### config.mk
export PLATFORM = sky130hd
export DESIGN_NAME = regfile_scoreboard
export DESIGN_NICKNAME = d
export VERILOG_FILES = /design/src/rtl/otter_rf_pkg.sv /design/src/rtl/rf_scoreboard.sv /design/src/rtl/regfile_scoreboard.sv
export SDC_FILE = /design/constraint.sdc
export NUM_CORES = 1
export LEC_CHECK = 0
export BUFFER_PORTS_ARGS = -buffer_cell sky130_fd_sc_hd__buf_2
export CELL_PAD_IN_SITES_DETAIL_PLACEMENT = 1
export CELL_PAD_IN_SITES_GLOBAL_PLACEMENT = 1
export CORE_ASPECT_RATIO = 1.25
export CORE_MARGIN = 4
export CORE_UTILIZATION = 41
export DETAILED_ROUTE_END_ITERATION = 12
export HOLD_SLACK_MARGIN = 0.12
export PLACE_DENSITY_LB_ADDON = 0.1
export SETUP_SLACK_MARGIN = 0.1
export SLEW_MARGIN = 20
export SYNTH_ARGS = -nofsm -noshare
export SYNTH_HDL_FRONTEND = slang
export SYNTH_SLANG_ARGS = --single-unit
### constraint.sdc
create_clock -name clk -period 7.45 [get_ports clk]
set_input_delay 0.745 -clock clk [delete_from_list [all_inputs] [get_ports clk]]
set_output_delay 0.745 -clock clk [all_outputs]
set_load 0.01 [all_outputs]
### src/rtl/otter_rf_pkg.sv
// Shared types and defaults for the OTTER register file with hazard scoreboard.
// Latency: n/a (types and constants only).
// Backpressure: n/a.
package otter_rf_pkg;

  typedef enum logic {
    RF_CLEAR = 1'b0,
    RF_READY = 1'b1
  } rf_state_t;

  localparam int XLEN_DEFAULT  = 32;
  localparam int NREGS_DEFAULT = 32;

endpackage

### src/rtl/rf_scoreboard.sv
// Pending-writeback scoreboard: one bit per register, set by ID reservations, cleared by WB writes.
// Latency: set/clear take effect at the next posedge; rd_pending lookup is combinational.
// Backpressure: none; updates are only accepted while ready=1 and the zero register is never tracked.
module rf_scoreboard #(
  parameter int NREGS    = 32,
  parameter int NRD      = 2,
  parameter int ZERO_REG = 1
) (
  input  logic                          clk,
  input  logic                          rst,
  input  logic                          ready,
  input  logic                          wr_en,
  input  logic [$clog2(NREGS)-1:0]      wr_addr,
  input  logic                          rsv_en,
  input  logic [$clog2(NREGS)-1:0]      rsv_addr,
  input  logic [NRD*$clog2(NREGS)-1:0]  rd_addr,
  output logic [NRD-1:0]                rd_pending
);

  localparam int AW = $clog2(NREGS);

  logic [NREGS-1:0] pending_q;
  logic [NREGS-1:0] pending_d;

  function automatic logic is_zero(input logic [AW-1:0] a);
    return (ZERO_REG != 0) && (a == '0);
  endfunction

  // Next pending vector: the write clears first, so a same-address reservation overrides it
  always_comb begin
    pending_d = pending_q;
    if (ready) begin
      if (wr_en && !is_zero(wr_addr)) begin
        pending_d[wr_addr] = 1'b0;
      end
      if (rsv_en && !is_zero(rsv_addr)) begin
        pending_d[rsv_addr] = 1'b1;
      end
    end
  end

  // Pending register; reset drops every outstanding reservation
  always_ff @(posedge clk) begin
    if (rst) begin
      pending_q <= '0;
    end else begin
      pending_q <= pending_d;
    end
  end

  // Per-port lookup; a writeback in the same cycle already resolves the hazard
  for (genvar i = 0; i < NRD; i++) begin : g_pend
    logic [AW-1:0] a;
    assign a             = rd_addr[i*AW +: AW];
    assign rd_pending[i] = ready && pending_q[a] && !(wr_en && (wr_addr == a));
  end

endmodule

### src/rtl/regfile_scoreboard.sv
// Multi-read-port register file with write-through bypass, zero register and post-reset clear walk.
// Latency: reads are combinational (0 cycles); writes and reservations land at the next posedge.
// Backpressure: busy=1 for NREGS cycles after reset; all requests are dropped while busy.
module regfile_scoreboard
  import otter_rf_pkg::*;
#(
  parameter int XLEN     = XLEN_DEFAULT,
  parameter int NREGS    = NREGS_DEFAULT,
  parameter int NRD      = 2,
  parameter int ZERO_REG = 1
) (
  input  logic                          clk,
  input  logic                          rst,
  input  logic [NRD*$clog2(NREGS)-1:0]  rd_addr,
  output logic [NRD*XLEN-1:0]           rd_data,
  output logic [NRD-1:0]                rd_pending,
  input  logic                          wr_en,
  input  logic [$clog2(NREGS)-1:0]      wr_addr,
  input  logic [XLEN-1:0]               wr_data,
  input  logic                          rsv_en,
  input  logic [$clog2(NREGS)-1:0]      rsv_addr,
  output logic                          busy
);

  localparam int            AW       = $clog2(NREGS);
  localparam logic [AW-1:0] LAST_IDX = AW'(NREGS - 1);

  rf_state_t     state_q;
  rf_state_t     state_d;
  logic [AW-1:0] clr_idx_q;
  logic [AW-1:0] clr_idx_d;
  logic          ready;

  logic [XLEN-1:0] mem_q [NREGS];

  function automatic logic is_zero(input logic [AW-1:0] a);
    return (ZERO_REG != 0) && (a == '0);
  endfunction

  // State register: reset from any state restarts the clear walk at index 0
  always_ff @(posedge clk) begin
    if (rst) begin
      state_q   <= RF_CLEAR;
      clr_idx_q <= '0;
    end else begin
      state_q   <= state_d;
      clr_idx_q <= clr_idx_d;
    end
  end

  // Next state: walk every index once, leave CLEAR after the last one
  always_comb begin
    state_d   = state_q;
    clr_idx_d = clr_idx_q;
    case (state_q)
      RF_CLEAR: begin
        clr_idx_d = clr_idx_q + AW'(1);
        if (clr_idx_q == LAST_IDX) begin
          state_d = RF_READY;
        end
      end
      RF_READY: begin
        state_d = RF_READY;
      end
    endcase
  end

  // Outputs of the clear FSM
  always_comb begin
    busy  = (state_q == RF_CLEAR);
    ready = (state_q == RF_READY);
  end

  // Storage: clear walk zeroes one entry per cycle, otherwise accept the writeback
  always_ff @(posedge clk) begin
    if (!rst) begin
      if (state_q == RF_CLEAR) begin
        mem_q[clr_idx_q] <= '0;
      end else if (wr_en && !is_zero(wr_addr)) begin
        mem_q[wr_addr] <= wr_data;
      end
    end
  end

  // Read ports: zero register beats bypass, bypass beats storage, everything reads 0 while clearing
  for (genvar i = 0; i < NRD; i++) begin : g_rd
    logic [AW-1:0] a;
    logic          byp;
    assign a   = rd_addr[i*AW +: AW];
    assign byp = wr_en && (wr_addr == a) && !is_zero(wr_addr);
    assign rd_data[i*XLEN +: XLEN] = (!ready || is_zero(a)) ? '0 :
                                     (byp ? wr_data : mem_q[a]);
  end

  rf_scoreboard #(
    .NREGS    (NREGS),
    .NRD      (NRD),
    .ZERO_REG (ZERO_REG)
  ) u_sb (
    .clk        (clk),
    .rst        (rst),
    .ready      (ready),
    .wr_en      (wr_en),
    .wr_addr    (wr_addr),
    .rsv_en     (rsv_en),
    .rsv_addr   (rsv_addr),
    .rd_addr    (rd_addr),
    .rd_pending (rd_pending)
  );

endmodule
==> summary.md, run 1 <==
* **result of the run** finished, final reports clean
* **placeable core region** 0.123 mm2
* **critical path's top delay family** buffers and inverters
* **Hold Fails Final Rpt** 0
* **top cells by area, synth** sky130_fd_sc_hd__edfxtp_1 60%, sky130_fd_sc_hd__mux4_2 15%, sky130_fd_sc_hd__mux2i_1 9.0%
* **GRT Overall Usage** 27.6%
* **final setup violation count** 0
* **register area share after synthesis** 61.9%
* **critical path launch point type** primary input
* **synthesized flop and latch total** 1,062
* **total power density per cell area** 224 mW/mm2
* **total cell area at the placement stage** 0.0533 mm2
* **cell-internal power** 9780 uW
* **routed wire length** 181,000 um
* **total negative slack** 0 ns
* **Worst Tran Pin Value** 1.19 ns
* **portion of total power attributed to combinational logic** 6.8%
* **DR WL/cell** 38.2 um
* **RSZ-0062 raised after global routing** no
* **number of buffers inserted during clock tree synthesis** 111
* **Net Sw Frac** 23.2%
* **number of search-and-repair iterations in the first detailed-routing pass** 5
* **master of the slowest instance on the critical path** sky130_fd_sc_hd__clkinv_2
* **FF-to-FF setup slack** 2.93 ns
* **number of cells produced by synthesis** 2,987
* **final critical path time including I/O delays and setup** 4.68 ns
* **required time of the worst setup path** 6.70 ns
* **Synthesis Warnings** 0
* **row count** 144
* **placer congestion estimate** 0.805
* **multi-input combinational cell area** 0.0184 mm2
* **Final ANT Viol Nets** 0
* **Fin Clk Skew** 0.0247 ns
* **sequential cell fraction of total power** 51.1%
* **Mapped Nets** 3,045
* **Top Ports** 123
* **P&R area growth vs syn** 11.5%
* **Max stage delay on crit path** 0.86 ns
* **drc violations** 0
* **asr flop ratio synth** 0%
* **initial core utilization** 41.3%
* **fraction of synthesized cell area taken by the top area cell type** 60.4%
* **leakage dissipation** 0.0174 uW
* **final std cell area, no fill** 0.0568 mm2
* **first-pass GRT wire length** 255,000 um
* **GR Overflow Total** 0
* **via count of the first global-routing pass** 34,300
* **Register Area** 0.0315 mm2
* **Clock Pin Slew Worst Setup and Hold Paths** 0.06 ns
* **list of cells traversed by the critical path** buf_4, clkinv_2, buf_4, a221oi_1, a22oi_1, a21oi_1, a221o_1, buf_2
* **Cell Area, Synth** 0.0509 mm2
* **maxcap violations** 0
* **number of vias per cell** 6.69
* **area enclosed by the die boundary** 0.130 mm2
* **top_reg_cell synth** sky130_fd_sc_hd__edfxtp_1
* **filler cell count** 11,600
* **chip height** 402 um
* **Max Clk Rate** 214 MHz
* **dominant cell type by count on the critical path** sky130_fd_sc_hd__buf_4
* **DP Wirelength** 98,400 um
* **CP Max Fanout** 26
* **total via count in the routed design** 31,800
* **number of library cell types mapped by synthesis** 55
* **pin count of the biggest net entering global routing** 88
* **Buffers on Ports** 122
* **kind of critical path** primary input to output pin
* **commonest cells in the netlist** 1,024 x sky130_fd_sc_hd__edfxtp_1, 457 x sky130_fd_sc_hd__mux2i_1, 334 x sky130_fd_sc_hd__mux4_2
* **CP endpoint kind** output pin
* **number of synthesized flops with an enable pin** 1,024
* **clock tree from TritonCTS** built
* **Post-CTS Setup Inserts** 0
* **Clk Tree Root Cell** sky130_fd_sc_hd__clkbuf_16
* **Die X** 323 um
* **insertion delay to the later sink of the worst-skew pair** 0.73 ns
* **post-CTS resize count** 0
* **max-slew headroom at the worst pin** 20.6%
* **Clk pwr share** 42.1%
* **antenna violations before repair** 6
* **depth of the CTS H-tree** 3
* **mean post-synth cell area** 17.1 um2
* **first-iteration detailed-routing DRC count** 3,169
* **maximum buffer depth of the clock tree** 3
* **worst hold-check path type** primary input to flip-flop
* **layout cells sized above 1** 24.2%
* **switching pwr** 2960 uW
* **Net count, final** 3,109
* **largest voltage drop on the vdd net** 0.000179 V
* **biggest area consumer among synthesized cells** sky130_fd_sc_hd__edfxtp_1
* **post-route clock period utilization** 62.8%
* **most frequent cell after synthesis** sky130_fd_sc_hd__edfxtp_1
* **CP arrival** 3.93 ns
* **count of buffering cells on the critical path with inverters included** 4
* **final number of max-transition violations** 0
* **CTS sink count** 1,062
* **CTS Hold Bufs** 0
-- worst min-delay path, stage by stage --
cell                      delay, ns
sky130_fd_sc_hd__buf_2         0.15
sky130_fd_sc_hd__nor3_1        0.11
sky130_fd_sc_hd__nand2_1       0.08
sky130_fd_sc_hd__a21oi_1       0.06
-- registers in the layout (all words and copies together), names as in the netlist --
signal,count
clr_idx_q,5
u_sb.pending_q,32
ready,1
mem_q,1024
-- path summary, 6_finish.rpt --
| check | start | to | depth (start not counted) |
|---|---|---|---|
| worst max register to register | ready$_SDFF_PP0_ | mem_q[22][24]$_DFFE_PP_ | 7 |
| worst min register to register | u_sb.pending_q[0]$_SDFFE_PP0P_ | u_sb.pending_q[0]$_SDFFE_PP0P_ | 1 |
| worst max-delay path | rd_addr[9] | rd_data[32] | 8 |
| worst min-delay path | rsv_addr[2] | u_sb.pending_q[16]$_SDFFE_PP0P_ | 4 |
-- placed cells by master, fill, tap and decap left out, types with 5 or more instances in the layout --
cell | netlist | final
sky130_fd_sc_hd__a221o_1 | 64 | 64
sky130_fd_sc_hd__mux2_2 | 5 | 5
sky130_fd_sc_hd__edfxtp_1 | 1024 | 1024
sky130_fd_sc_hd__and2_2 | 0 | 12
sky130_fd_sc_hd__mux2i_1 | 457 | 457
sky130_fd_sc_hd__buf_4 | 37 | 69
sky130_fd_sc_hd__nor2_4 | 1 | 34
sky130_fd_sc_hd__nor3_1 | 6 | 5
sky130_fd_sc_hd__mux4_2 | 334 | 334
sky130_fd_sc_hd__clkinvlp_4 | 0 | 5
sky130_fd_sc_hd__a22oi_1 | 65 | 65
sky130_fd_sc_hd__nor2_1 | 63 | 31
sky130_fd_sc_hd__buf_12 | 0 | 11
sky130_fd_sc_hd__dfxtp_1 | 38 | 38
sky130_fd_sc_hd__xnor2_1 | 11 | 11
sky130_fd_sc_hd__clkinv_1 | 0 | 24
sky130_fd_sc_hd__o21bai_1 | 64 | 64
sky130_fd_sc_hd__a21oi_1 | 98 | 98
sky130_fd_sc_hd__nand2b_1 | 5 | 5
sky130_fd_sc_hd__bufinv_16 | 0 | 7
sky130_fd_sc_hd__clkbuf_1 | 93 | 27
sky130_fd_sc_hd__buf_8 | 0 | 6
sky130_fd_sc_hd__clkbuf_16 | 0 | 111
sky130_fd_sc_hd__o21ai_0 | 147 | 147
sky130_fd_sc_hd__buf_2 | 85 | 114
sky130_fd_sc_hd__nand2_1 | 54 | 54
sky130_fd_sc_hd__a221oi_1 | 194 | 194
sky130_fd_sc_hd__clkinv_2 | 0 | 22
sky130_fd_sc_hd__o21ai_1 | 13 | 13
sky130_fd_sc_hd__and2_1 | 34 | 21
-- metrics by stage --
| step | utilization [%] | setup slack, ns | hold slack (ns) | cells | total power [uW] |
|---|---|---|---|---|---|
| floorplan | - | 3.72 | 0.451 | 2987 | 7200 |
| global placement | 43.2 | 2.81 | 0.467 | 4540 | 7490 |
| detailed placement | 43.2 | 2.73 | 0.486 | 4542 | 7500 |
| CTS | 46.0 | 2.77 | 0.409 | 4742 | 12800 |
| global route | 46.0 | 2.65 | 0.450 | 4745 | 13100 |
| finish | 46.0 | 2.77 | 0.456 | 4746 | 12700 |
-- layer usage --
metal	vias up	GRT usage, %	wire length [um]
li1	12800	-	-
met1	17300	36.1	72500
met2	1276	46.7	90300
met3	380	3.64	10400
met4	2	11.3	8010
met5	-	0	12
-- kinds of logic after synthesis --
group | Yosys count | synth area share (%)
AO/OA/AOI/OAI | 661 | 9.41
XOR/XNOR | 13 | 0.224
buffers and inverters | 257 | 2.70
multiplexers | 796 | 23.9
adder cells (fa/ha/maj) | 2 | 0.0491
flip-flops | 1062 | 61.9
AND/OR/NAND/NOR | 196 | 1.89
-- final cells by class --
class	count	share of cell area, %
inverters	6	0.0441
repair buffers	202	2.50
well taps	1606	3.54
clock buffers	138	5.07
flip-flops and latches	1062	55.5
diodes	2	0.00882
clock inverters	62	0.941
multi-input cells	1668	32.4
-- power by group through the flow --
stage               Clock, uW  Sequential (uW)  Combinational, uW
finish                   5360             6510                865
global route             5710             6510                904
CTS                      5460             6510                866
detailed placement          0             6640                863
global placement            0             6640                854
floorplan                   0             6630                573
(Power assumes the default switching activity.)
==> inputs of run 2 (changes only) <==
ABC_AREA = 1   (was default)
clock period = 4.85 ns   (was 7.45 ns; I/O delays follow)
==> summary.md, run 2 <==
* **asr flop ratio synth** 0%
* **routed wire length** 249,000 um
* **commonest non-fill, non-tap cell in the layout** sky130_fd_sc_hd__nand2_1
* **post-CTS resize count** 0
* **CTS sink count** 1,062
* **CP startpoint** rd_addr[0]
* **layout cells sized above 1** 7.85%
* **FF-to-FF setup slack** 1.13 ns
* **max-slew headroom at the worst pin** 25.8%
* **worst hold-check path type** primary input to flip-flop
* **Mapped Nets** 7,157
* **pin count of the biggest net entering global routing** 140
* **Hold Fails Final Rpt** 0
* **required time of the worst setup path** 4.37 ns
* **antenna violations before repair** 5
* **CTS Hold Bufs** 1
* **GR Overflow Total** 0
* **capture point of the worst path** rd_pending[0]
* **maxcap violations** 0
* **via count of the first global-routing pass** 52,300
* **Reg with most FFs** mem_q
* **number of vias per cell** 5.74
* **filler cell count** 16,300
* **first-pass GRT wire length** 359,000 um
* **placeable core region** 0.137 mm2
* **top_reg_cell synth** sky130_fd_sc_hd__edfxtp_1
* **Buffers on Ports** 122
* **Clk Tree Root Cell** sky130_fd_sc_hd__clkbuf_16
* **Synthesis Warnings** 0
* **register area share after synthesis** 55.7%
* **most frequent cell after synthesis** sky130_fd_sc_hd__nand2_1
* **Fin Clk Skew** 0.0194 ns
* **number of buffers inserted during clock tree synthesis** 114
* **total negative slack** 0 ns
* **endpoint of the lowest-slack register-to-register path** mem_q[28][19]$_DFFE_PP_
* **GRT Overall Usage** 33.9%
* **initial core utilization** 41.2%
* **commonest cells in the netlist** 3,255 x sky130_fd_sc_hd__nand2_1, 1,024 x sky130_fd_sc_hd__edfxtp_1, 812 x sky130_fd_sc_hd__nand3_1
* **number of library cell types mapped by synthesis** 38
* **DR WL/cell** 27.7 um
* **number of cells produced by synthesis** 7,099
* **insertion delay to the later sink of the worst-skew pair** 0.75 ns
* **final setup violation count** 0
* **startpoint of the lowest-slack hold path** rsv_addr[1]
* **Final ANT Viol Nets** 0
* **RR Startpoint** ready$_SDFF_PP0_
* **final number of max-transition violations** 0
* **biggest area consumer among synthesized cells** sky130_fd_sc_hd__edfxtp_1
* **P&R area growth vs syn** 12.3%
* **total via count in the routed design** 51,700
* **post-route clock period utilization** 80.3%
* **final critical path time including I/O delays and setup** 3.89 ns
* **leakage dissipation** 0.0279 uW
* **Die X** 340 um
* **maximum buffer depth of the clock tree** 3
* **row count** 152
* **kind of critical path** primary input to output pin
* **Clock Pin Slew Worst Setup and Hold Paths** 0.06 ns
* **CP endpoint kind** output pin
* **Net count, final** 7,127
* **chip height** 423 um
* **total power density per cell area** 331 mW/mm2
* **synthesized flop and latch total** 1,062
* **depth of the CTS H-tree** 3
* **Max Clk Rate** 257 MHz
* **Post-CTS Setup Inserts** 0
* **biggest regs** mem_q x1024, u_sb.pending_q x32, clr_idx_q x5
* **number of diodes** 0
* **area enclosed by the die boundary** 0.144 mm2
* **largest voltage drop on the vdd net** 0.000276 V
* **CP Max Fanout** 84
* **flip-flop count of the largest register, all copies and words added** 1,024
* **top cells by area, synth** sky130_fd_sc_hd__edfxtp_1 54%, sky130_fd_sc_hd__nand2_1 22%, sky130_fd_sc_hd__nand3_1 7.2%
* **DP Wirelength** 146,000 um
* **drc violations** 0
* **critical path launch point type** primary input
* **mean post-synth cell area** 7.97 um2
* **fraction of synthesized cell area taken by the top area cell type** 54.4%
* **Top Ports** 123
* **placer congestion estimate** 0.857
* **first-iteration detailed-routing DRC count** 5,098
* **clock tree from TritonCTS** built
* **Cell Area, Synth** 0.0566 mm2
* **commonest cells after routing, fill and taps aside** 3,253 x sky130_fd_sc_hd__nand2_1, 1,024 x sky130_fd_sc_hd__edfxtp_1, 812 x sky130_fd_sc_hd__nand3_1
* **CP arrival** 3.41 ns
* **result of the run** finished, final reports clean
* **worst reg-to-reg path cell count** 7
* **number of synthesized flops with an enable pin** 1,024
* **RSZ-0062 raised after global routing** no
* **Worst Tran Pin Value** 1.11 ns
* **worst hold slack after final layout** 0.145 ns
* **number of search-and-repair iterations in the first detailed-routing pass** 5
-- run 2: changes by cell type after synthesis, moves of 262 or more --
cell,delta
sky130_fd_sc_hd__a21oi_1,+264
sky130_fd_sc_hd__mux4_2,-334
sky130_fd_sc_hd__nand3_1,+809
sky130_fd_sc_hd__nand2_1,+3201
sky130_fd_sc_hd__nor2_1,+262
sky130_fd_sc_hd__mux2i_1,-457
sky130_fd_sc_hd__inv_1,+510
-- run 2: final cells by class --
class                   instances  area, um2  area share (%)
well taps                    1848       2310            3.64
multi-input cells            5064      21400            33.7
flip-flops and latches       1062      31500            49.6
clock buffers                 152       3150            4.96
repair buffers                305       2620            4.12
inverters                     522       1990            3.13
clock inverters                56        533           0.839
-- run 2: worst min-delay path by stage --
| stage | end | depth (start not counted) | slack [ns] |
|---|---|---|---|
| 6_report | u_sb.pending_q[9]$_SDFFE_PP0P_ | 4 | 0.14 |
| 5_1_grt | u_sb.pending_q[29]$_SDFFE_PP0P_ | 4 | 0.17 |
| 4_1_cts | u_sb.pending_q[30]$_SDFFE_PP0P_ | 5 | 0.13 |
| 3_5_place_dp | u_sb.pending_q[0]$_SDFFE_PP0P_ | 2 | 0.47 |
| 3_3_place_gp | u_sb.pending_q[0]$_SDFFE_PP0P_ | 2 | 0.45 |
| 2_1_floorplan | u_sb.pending_q[0]$_SDFFE_PP0P_ | 2 | 0.43 |
-- run 2: logic make-up after synthesis --
kind of cell	synth area share [%]
AOI/OAI and AO/OA	5.71
adders and majority gates	0.0442
buffers and inverters	7.08
DFF	55.7
and+or+nand+nor	31.5
-- run 2: metrics by stage --
stage               power (uW)  std cells  area, um2  utilization (%)  setup WS (ns)
floorplan                11400       7099      56600                -           1.54
global placement         12300       8800      59800             43.6          0.971
global route             21600       9009      63500             46.3          0.834
finish                   21000       9009      63500             46.3          0.957
detailed placement       12300       8800      59800             43.6          0.990
CTS                      21100       9009      63500             46.3          0.989
-- run 2: critical path, cell delays in order --
cell and delay (ns):
sky130_fd_sc_hd__buf_8 0.26, sky130_fd_sc_hd__inv_8 0.48, sky130_fd_sc_hd__buf_12 0.44, sky130_fd_sc_hd__nand2_1 0.09
sky130_fd_sc_hd__nand3_1 0.08, sky130_fd_sc_hd__nand2_1 0.05, sky130_fd_sc_hd__inv_1 0.08, sky130_fd_sc_hd__nand3_1 0.08
sky130_fd_sc_hd__nand3_1 0.10, sky130_fd_sc_hd__nand2_1 0.06, sky130_fd_sc_hd__nor2_1 0.71, sky130_fd_sc_hd__buf_2 0.27
-- run 2: layer usage --
metal  global-route usage (%)  up-vias  wire, um
met5                        0        -        43
met1                     44.7    26200    103000
met4                     14.2        6     11400
met3                     5.69      505     19600
met2                     55.6     2055    116000
li1                         -    23000         -
-- run 2: power breakdown --
group          switching, uW  total, uW  internal [uW]
clock                   3850       8870           5020
sequential              19.5       9990           9970
combinational           1680       2170            495
